## config.mk

```make
export PLATFORM = sky130hd
export DESIGN_NAME = conv1d_engine
export DESIGN_NICKNAME = d
export VERILOG_FILES = /design/src/rtl/conv1d_pkg.sv /design/src/rtl/conv1d_mac.sv /design/src/rtl/conv1d_engine.sv
export SDC_FILE = /design/constraint.sdc
export NUM_CORES = 2
export LEC_CHECK = 0
export CAP_MARGIN = 20
export CORE_UTILIZATION = 59
export CTS_CLUSTER_DIAMETER = 80
export DETAILED_ROUTE_END_ITERATION = 8
export PLACE_DENSITY_LB_ADDON = 0.12
export SETUP_SLACK_MARGIN = 0.3
export SLEW_MARGIN = 20
export SYNTH_ARGS = -nofsm -noshare
export SYNTH_HDL_FRONTEND = slang
export SYNTH_SLANG_ARGS = --single-unit
```

## constraint.sdc

```tcl
create_clock -name clk -period 12.3 [get_ports clk]
set_clock_uncertainty 0.05 [all_clocks]
set_input_delay 1.845 -clock clk [delete_from_list [all_inputs] [get_ports clk]]
set_output_delay 1.845 -clock clk [all_outputs]
set_load 0.05 [all_outputs]
```

## src/rtl/conv1d_pkg.sv

```systemverilog
// Shared types and sizing helpers for the parametrised 1-D convolution engine.
package conv1d_pkg;

  localparam int WORD_BYTES = 4;

  typedef enum logic [2:0] {
    IDLE,
    KER_REQ,
    KER_WAIT,
    IN_REQ,
    IN_WAIT,
    WR,
    FINISH
  } conv_state_t;

  function automatic int clog2_int(input int value);
    int bits;
    bits = 0;
    for (int i = 0; i < 32; i++) begin
      if ((1 << bits) < value) bits++;
    end
    return bits;
  endfunction

  // Wide enough that a full kernel of worst-case products can never wrap.
  function automatic int acc_width(input int dataW, input int kerLen);
    return 2 * dataW + clog2_int(kerLen);
  endfunction

endpackage

```

## src/rtl/conv1d_mac.sv

```systemverilog
// Multiply-accumulate stage: owns the wide accumulator and the saturate/ReLU output path.
module conv1d_mac
  import conv1d_pkg::*;
#(
  parameter int DATA_W  = 32,
  parameter int KER_LEN = 5
) (
  input  logic              clk,
  input  logic              rst,
  input  logic [DATA_W-1:0] ker,
  input  logic [DATA_W-1:0] data,
  input  logic              clear,
  input  logic              enable,
  input  logic              relu,
  output logic [DATA_W-1:0] result,
  output logic              sat
);

  localparam int ACC_W = acc_width(DATA_W, KER_LEN);

  logic signed [2*DATA_W-1:0] w_kerExt;
  logic signed [2*DATA_W-1:0] w_dataExt;
  logic signed [2*DATA_W-1:0] w_prod;
  logic signed [ACC_W-1:0]    w_prodExt;
  logic signed [ACC_W-1:0]    r_acc;
  logic [ACC_W-DATA_W:0]      w_upper;
  logic [DATA_W-1:0]          w_satVal;

  assign w_kerExt  = (2*DATA_W)'($signed(ker));
  assign w_dataExt = (2*DATA_W)'($signed(data));
  assign w_prod    = w_kerExt * w_dataExt;
  assign w_prodExt = ACC_W'(w_prod);

  always_ff @(posedge clk or posedge rst) begin
    if (rst) begin
      r_acc <= '0;
    end else if (clear) begin
      r_acc <= '0;
    end else if (enable) begin
      r_acc <= r_acc + w_prodExt;
    end
  end

  // The value fits DATA_W only when every bit above the result sign bit copies it.
  assign w_upper = r_acc[ACC_W-1:DATA_W-1];
  assign sat     = !((&w_upper) || (~|w_upper));

  always_comb begin
    w_satVal = r_acc[DATA_W-1:0];
    if (sat) begin
      w_satVal = r_acc[ACC_W-1] ? {1'b1, {(DATA_W-1){1'b0}}} : {1'b0, {(DATA_W-1){1'b1}}};
    end
    result = (relu && w_satVal[DATA_W-1]) ? '0 : w_satVal;
  end

endmodule

```

## src/rtl/conv1d_engine.sv

```systemverilog
// Memory-driven 1-D convolution: loads the kernel once, then streams inputs and
// writes each post-processed output through a grant-based single-port handshake.
module conv1d_engine
  import conv1d_pkg::*;
#(
  parameter int                DATA_W   = 32,
  parameter int                ADDR_W   = 32,
  parameter int                KER_LEN  = 5,
  parameter int                OUT_LEN  = 128,
  parameter int                STRIDE   = 1,
  parameter logic [ADDR_W-1:0] KER_BASE = 32'h0000_0000,
  parameter logic [ADDR_W-1:0] IN_BASE  = 32'h0000_0100,
  parameter logic [ADDR_W-1:0] OUT_BASE = 32'h0000_1000
) (
  input  logic              clk,
  input  logic              rst,
  input  logic              start,
  input  logic              abort,
  input  logic              relu_en,
  output logic              busy,
  output logic              done,
  output logic              sat_flag,
  output logic              mem_req,
  output logic              mem_we,
  output logic [ADDR_W-1:0] mem_addr,
  output logic [DATA_W-1:0] mem_wdata,
  input  logic              mem_gnt,
  input  logic [DATA_W-1:0] mem_rdata
);

  localparam int K_W = (KER_LEN > 1) ? $clog2(KER_LEN) : 1;
  localparam int O_W = (OUT_LEN > 1) ? $clog2(OUT_LEN) : 1;
  localparam logic [K_W-1:0]    K_LAST  = K_W'(KER_LEN - 1);
  localparam logic [O_W-1:0]    O_LAST  = O_W'(OUT_LEN - 1);
  localparam logic [ADDR_W-1:0] W_BYTES = ADDR_W'(WORD_BYTES);
  localparam logic [ADDR_W-1:0] IN_STEP = ADDR_W'(STRIDE * WORD_BYTES);

  conv_state_t       r_state;
  conv_state_t       w_nextState;
  logic [K_W-1:0]    r_k;
  logic [O_W-1:0]    r_o;
  logic [ADDR_W-1:0] r_inOff;
  logic              r_relu;
  logic              r_sat;
  logic [DATA_W-1:0] r_ker [KER_LEN];

  logic              w_kLast;
  logic              w_oLast;
  logic [DATA_W-1:0] w_kerTap;
  logic              w_macClear;
  logic              w_macEnable;
  logic [DATA_W-1:0] w_macResult;
  logic              w_macSat;

  assign w_kLast     = (r_k == K_LAST);
  assign w_oLast     = (r_o == O_LAST);
  assign w_kerTap    = r_ker[r_k];
  assign w_macClear  = (r_state == IN_REQ) && (r_k == '0);
  assign w_macEnable = (r_state == IN_WAIT);
  assign sat_flag    = r_sat;

  conv1d_mac #(
    .DATA_W (DATA_W),
    .KER_LEN(KER_LEN)
  ) u_mac (
    .clk   (clk),
    .rst   (rst),
    .ker   (w_kerTap),
    .data  (mem_rdata),
    .clear (w_macClear),
    .enable(w_macEnable),
    .relu  (r_relu),
    .result(w_macResult),
    .sat   (w_macSat)
  );

  always_ff @(posedge clk or posedge rst) begin
    if (rst) begin
      r_state <= IDLE;
    end else begin
      r_state <= w_nextState;
    end
  end

  // Outputs depend on state and registered indices only, never on mem_gnt.
  always_comb begin
    w_nextState = r_state;
    busy        = 1'b1;
    done        = 1'b0;
    mem_req     = 1'b0;
    mem_we      = 1'b0;
    mem_addr    = '0;
    mem_wdata   = '0;
    case (r_state)
      IDLE: begin
        busy = 1'b0;
        if (start) w_nextState = KER_REQ;
      end
      KER_REQ: begin
        mem_req  = 1'b1;
        mem_addr = KER_BASE + ADDR_W'(r_k) * W_BYTES;
        if (mem_gnt) w_nextState = KER_WAIT;
      end
      KER_WAIT: begin
        w_nextState = w_kLast ? IN_REQ : KER_REQ;
      end
      IN_REQ: begin
        mem_req  = 1'b1;
        mem_addr = IN_BASE + r_inOff + ADDR_W'(r_k) * W_BYTES;
        if (mem_gnt) w_nextState = IN_WAIT;
      end
      IN_WAIT: begin
        w_nextState = w_kLast ? WR : IN_REQ;
      end
      WR: begin
        mem_req   = 1'b1;
        mem_we    = 1'b1;
        mem_addr  = OUT_BASE + ADDR_W'(r_o) * W_BYTES;
        mem_wdata = w_macResult;
        if (mem_gnt) w_nextState = w_oLast ? FINISH : IN_REQ;
      end
      FINISH: begin
        done        = 1'b1;
        w_nextState = IDLE;
      end
      default: w_nextState = IDLE;
    endcase
    if (abort && (r_state != IDLE)) w_nextState = IDLE;
  end

  always_ff @(posedge clk or posedge rst) begin
    if (rst) begin
      r_k     <= '0;
      r_o     <= '0;
      r_inOff <= '0;
      r_relu  <= 1'b0;
      r_sat   <= 1'b0;
    end else begin
      case (r_state)
        IDLE: begin
          if (start) begin
            r_k     <= '0;
            r_o     <= '0;
            r_inOff <= '0;
            r_relu  <= relu_en;
            r_sat   <= 1'b0;
          end
        end
        KER_WAIT, IN_WAIT: begin
          r_k <= w_kLast ? '0 : r_k + K_W'(1);
        end
        WR: begin
          if (mem_gnt) begin
            r_o     <= r_o + O_W'(1);
            r_inOff <= r_inOff + IN_STEP;
            if (w_macSat) r_sat <= 1'b1;
          end
        end
        default: ;
      endcase
    end
  end

  // Kernel taps live in a plain register file, rewritten on every run.
  always_ff @(posedge clk) begin
    if (r_state == KER_WAIT) r_ker[r_k] <= mem_rdata;
  end

endmodule
```

# Word-level counts from Yosys, hierarchy flattened
# Memories as Yosys holds them, arrays and structs flattened.
# Cells that the tools add are included.
[totals]
in_bits = 38
mem_bits_rw = 160
elab_cells = 86
n_memories = 1
output_inout_bits = 69
reg_bits = 114
[classes]
mul = 1
eq_ne = 15
n_reduce_logical = 20
n_mux = 35
add_sub_neg = 7
[memory_table]
columns = ["name", "depth", "word_bits", "read_ports", "rd_clocked_by_memory_dff", "write_ports", "line", "rtl"]
rows = [
  ["r_ker", 5, 32, 1, 0, 1, "conv1d_engine.sv:45", "logic [DATA_W-1:0] r_ker [KER_LEN];"],
]
[ops]
columns = ["operator", "count"]
rows = [
  ["32-bit two-way mux", 6],
  ["67-bit two-way mux", 2],
  ["32-bit one-hot mux with 3 select lines", 1],
  ["67-bit by 64-bit adder with 67-bit output", 1],
  ["32-bit by 32-bit multiplier with 64-bit output", 1],
  ["32-bit one-hot mux with 2 select lines", 1],
  ["36-bit AND reduction", 1],
  ["36-bit OR reduction", 1],
  ["32-bit by 3-bit adder with 32-bit output, second input constant", 1],
  ["32-bit by 5-bit adder with 32-bit output", 1],
  ["9-bit by 32-bit adder with 32-bit output, first input constant", 1],
  ["3-bit two-way mux", 9],
  ["3-bit one-hot mux with 6 select lines", 1],
  ["13-bit by 9-bit adder with 14-bit output, first input constant", 1],
  ["7-bit two-way mux", 2],
  ["7-bit one-hot mux with 2 select lines", 1],
  ["3-bit equality test, second input constant", 4],
  ["1-bit two-way mux", 9],
  ["3-bit != test, second input constant", 3],
  ["4-bit AND reduction", 2],
  ["7-bit by 1-bit adder with 7-bit output, second input constant", 1],
  ["7-bit equality test, second input constant", 1],
  ["3-bit by 2-bit equality test with 1-bit output, second input constant", 2],
  ["3-bit zero test", 2],
  ["other kinds (16)", 23],
]

# Logic depth before layout (Yosys ltp)
[logic_depth]
depth_word = 7
depth_mapped = 37
ltp_nobuf = 33

# Modules after synthesis
# A second synthesis with hierarchy kept.
[hier_totals]
hier_cells = 5516
area_unflattened_um2 = 53774.1
[modules_own_cells]
columns = ["module", "cells_each", "n_inst", "area_each_um2", "seq_area_each_um2"]
rows = [
  ["conv1d_mac", 4732, 1, 44268.7, 1676.6],
  ["conv1d_engine", 784, 1, 9505.4, 5930.7],
]

# Least setup slack after synthesis
# OpenSTA, ideal clock, no wires.
[synth_path]
path_kind = "in2reg"
from = "input mem_rdata[0]"
to = "register u_mac.r_acc[66]"
t_required_ps = 12125
n_path_buf = 2
arrival_time_ps = 10335
path_slack_ps = 1791
cell_stages = 29
setup_time_ps = 125
cell_sequence = "clkbuf_1 > nand2_1 > inv_1 > fa_1 > inv_1 > fa_1 > inv_1 > fa_1 > inv_1 > fa_1 > inv_1 > fa_1 > fa_1 > fa_1 > inv_1 > fa_1 > inv_1 > ha_1 > buf_4 > nand4_1 > or4_1 > a211oi_1 > or3_1 > nand2_2 > o41ai_4 > nand4_1 > and4b_1 > nor2_1 > mux2_2"
[synth_via]
elab_chain_cells = 4
[synth_lines]
columns = ["item", "line", "rtl"]
rows = [
  ["from (decl)", "conv1d_engine.sv:28", "input logic [DATA_W-1:0] mem_rdata"],
  ["32-bit by 32-bit multiplier with 64-bit output", "conv1d_mac.sv:31", "assign w_prod = w_kerExt * w_dataExt;"],
  ["67-bit by 64-bit adder with 67-bit output", "conv1d_mac.sv:40", "r_acc <= r_acc + w_prodExt;"],
  ["67-bit two-way mux", "conv1d_mac.sv:39", "end else if (enable) begin"],
  ["67-bit two-way mux", "conv1d_mac.sv:37", "end else if (clear) begin"],
  ["to (signal assigned)", "conv1d_mac.sv:40", ""],
  ["to (decl)", "conv1d_mac.sv:25", "logic signed [ACC_W-1:0] r_acc;"],
]
# Every way passes these cells. The select of a mux whose other input is x is not followed.
# A chain may end at the register's enable or synchronous reset.

# Final worst setup path
[layout_path]
from = "input mem_rdata[31]"
to = "register u_mac.r_acc[66]"
# The elaborated chain is that of the path after synthesis.

==> results by group <==
Outcome
  • Outcome: finished clean

Setup path
  • Critical path's most frequent cell: fa_1
  • Worst Path Required: 12790 ps
  • Crit path max-delay cell type: clkdlybuf4s50_1
  • Reg-to-Reg Start: r_k[0]
  • Worst r2r dst: u_mac.r_acc[66]
  • CP peak stage delay: 780 ps
  • Crit path capture type: register
  • Crit path to: u_mac.r_acc[66]
  • Worst Setup Path Type: primary input to register
  • Startpoint class of the critical path: primary input
  • Reg2reg path depth: 33
  • Register-to-register setup slack: 1780 ps
  • Crit. Startpoint: mem_rdata[31]
  • WP data arrival: 11050 ps
  • Crit Path Max Fanout: 22

Layout
  • Area Growth Syn to Fin: 6.73%
  • Layout cells sized above 1: 0.0468
  • Filler instances: 7393
  • Footprint of the multi-input gates: 39400 um^2
  • Register Area: 7610 um^2
  • Layout Nets: 6890

CTS
  • Clock tree root buffer cell: clkbuf_16
  • Setup Fix Bufs, Post-CTS: 0
  • Hold_buf cts: 0
  • Maximum clock insertion buffer count: 3
  • Clk sink count: 272
  • Clock Latency Late Sink: 650 ps
  • Num CTS Buffers: 30
  • H-tree Lvls: 1
  • TritonCTS clock tree: yes
  • Clock slew at reported path FFs: 70 ps
  • Cts repair resizes: 0

Logic synthesis
  • Post-synthesis sequential area ratio: 0.144
  • Register bit total from synthesis: 272
  • Post-synthesis compound-gate area fraction: 0.0505
  • XOR/XNOR Fraction of Synth Area: 0.0208
  • Largest family of logic cells by synthesized area: adder cells
  • Yosys top cell by area: fa_1
  • Area share of the largest cell type after synthesis: 0.472
  • Synth cell count leaders: 1300 x inv_1, 1244 x fa_1, 678 x nand2_1, 469 x and2_1, 258 x clkbuf_1
  • Main flop type after synthesis: edfxtp_1
  • Post-Syn Instances: 5386
  • Syn avg cell area: 9.79 um^2
  • Synth warn: 0
  • Post-synth EDFFs: 160
  • Multiplexer share of the synthesized area: 0.00914
  • Synth Cell Area: 52700 um^2
  • Simple-Gate Fraction of Synth Area: 0.136
  • Top-count cell post-synth: inv_1
  • Most area-consuming cells after synthesis: fa_1 47%, inv_1 9.3%, edfxtp_1 9.1%
  • Async SR Flop Fraction: 0.412
  • Synth cell types: 75
  • Adder-Cell Fraction of Synth Area: 0.527

Drt
  • Pre-antenna DRT Iters: 5
  • Routed WL per cell: 20.5 um
  • Post-route DRC: 0
  • Drt total wl: 135000 um
  • Vias post-DR: 36300
  • Vias/cell: 5.53
  • Final ANT Viol Nets: 0
  • Initial DRC Count: 2172

Timing
  • Crit share post-route: 0.859
  • Setup_tns: 0 ps
  • Fin. max-slew vios: 0
  • Headroom to the max-slew limit: 0.193
  • Setup ws final: 1730 ps
  • RSZ-0062 raised after global routing: false
  • Min cycle time layout: 10570 ps
  • Final setup viols: 0
  • Fin. Hold Viols: 0
  • Max Freq: 94.6 MHz
  • Worst slew pin tran: 1210 ps

Global route
  • Initial antenna violation count: 2
  • Vias in the first global route: 39000
  • Congestion Overflow GR: 0
  • All-Layer GR Usage: 0.314
  • First-pass GRT wire length: 218000 um
  • Largest net degree at the start of global routing: 85

Floorplan
  • Die width: 301 um
  • Core Footprint: 88400 um^2
  • I/O pin total: 107
  • Chip Height: 301 um
  • Initial cell density of the core: 0.597
  • Row Count: 109
  • Full die area: 90500 um^2

Flow run
  • Max-capacitance violation count: 0

Placement
  • Worst slack, placed: 1180 ps
  • RePlAce Congestion: 0.946
  • Hpwl dp: 112000 um
  • Port bufs: 104

Hold path
  • Hold Crit Class: register to register
  • Min-delay src: r_o[0]
## worst max-delay path, delay by kind of cell
family,cells,cell delay [ps]
adder cells (fa/ha/maj),9,4320
buffers and inverters,5,1540
multiplexers,1,340
AND/OR/NAND/NOR,8,2090
AO/OA/AOI/OAI,2,890
## per-stage QoR
step                      instances   util  hold slack, ps  instance area [um^2]
final                          6567  0.637             480                 56300
after CTS                      6566  0.637             480                 56300
after floorplan                5387      -             419                 52700
after global routing           6566  0.637             510                 56300
after global placement         6510  0.626             446                 55300
after detailed placement       6510  0.626             465                 55300
## sequential cells by signal (all words and copies together) (netlist names)
register     cells
u_mac.r_acc     67
r_inOff         30
sat_flag         1
r_state          3
r_o              7
r_relu           1
r_k              3
r_ker          160
## cell type report
cell class	count	share of cell area
Multi-Input combinational cell	3547	0.700
Timing Repair Buffer	226	0.0347
Sequential cell	272	0.135
Inverter	1300	0.0868
Antenna cell	1	0.0000445
Clock buffer	35	0.0142
Clock inverter	21	0.00296
Tap cell	1165	0.0259
## placed cells by master (no fill, tap or decap), drive strengths merged, types with 29 or more instances in the layout
master         count
a21oi            117
xnor2             67
nor2             150
and2             469
nand4             36
edfxtp           160
clkdlybuf4s50     98
o21a              42
clkbuf            35
dfrtp            112
xor2              58
ha               231
fa              1244
inv             1304
nand2            679
mux2i             29
o21ai            124
buf              128
## cell families (layout without fill, tap and decap cells)
family	count (synthesis)	in the layout
compound gates	429	429
xor+xnor	125	125
fa+ha+maj	1475	1475
buf+inv	1568	1582
flops	272	272
mux	41	41
other cells	1	3
simple gates	1475	1475
## worst min-delay path by stage
stage,to,slack [ps],cells after the start
6_report,r_o[0],480,1
5_1_grt,sat_flag,510,2
4_1_cts,r_o[0],480,1
3_5_place_dp,r_o[0],470,1
3_3_place_gp,u_mac.r_acc[11],450,2
2_1_floorplan,u_mac.r_acc[11],420,2
## layer usage
metal	GRT usage	vias to the layer above	wire length [um]
li1	-	15900	-
met1	0.425	19000	54100
met2	0.530	1204	67000
met3	0.0405	234	9040
met4	0.0985	2	4520
met5	0	-	12
Power is not shown: default switching activity piles up to over one toggle a cycle in this logic, so the estimate is an artifact.
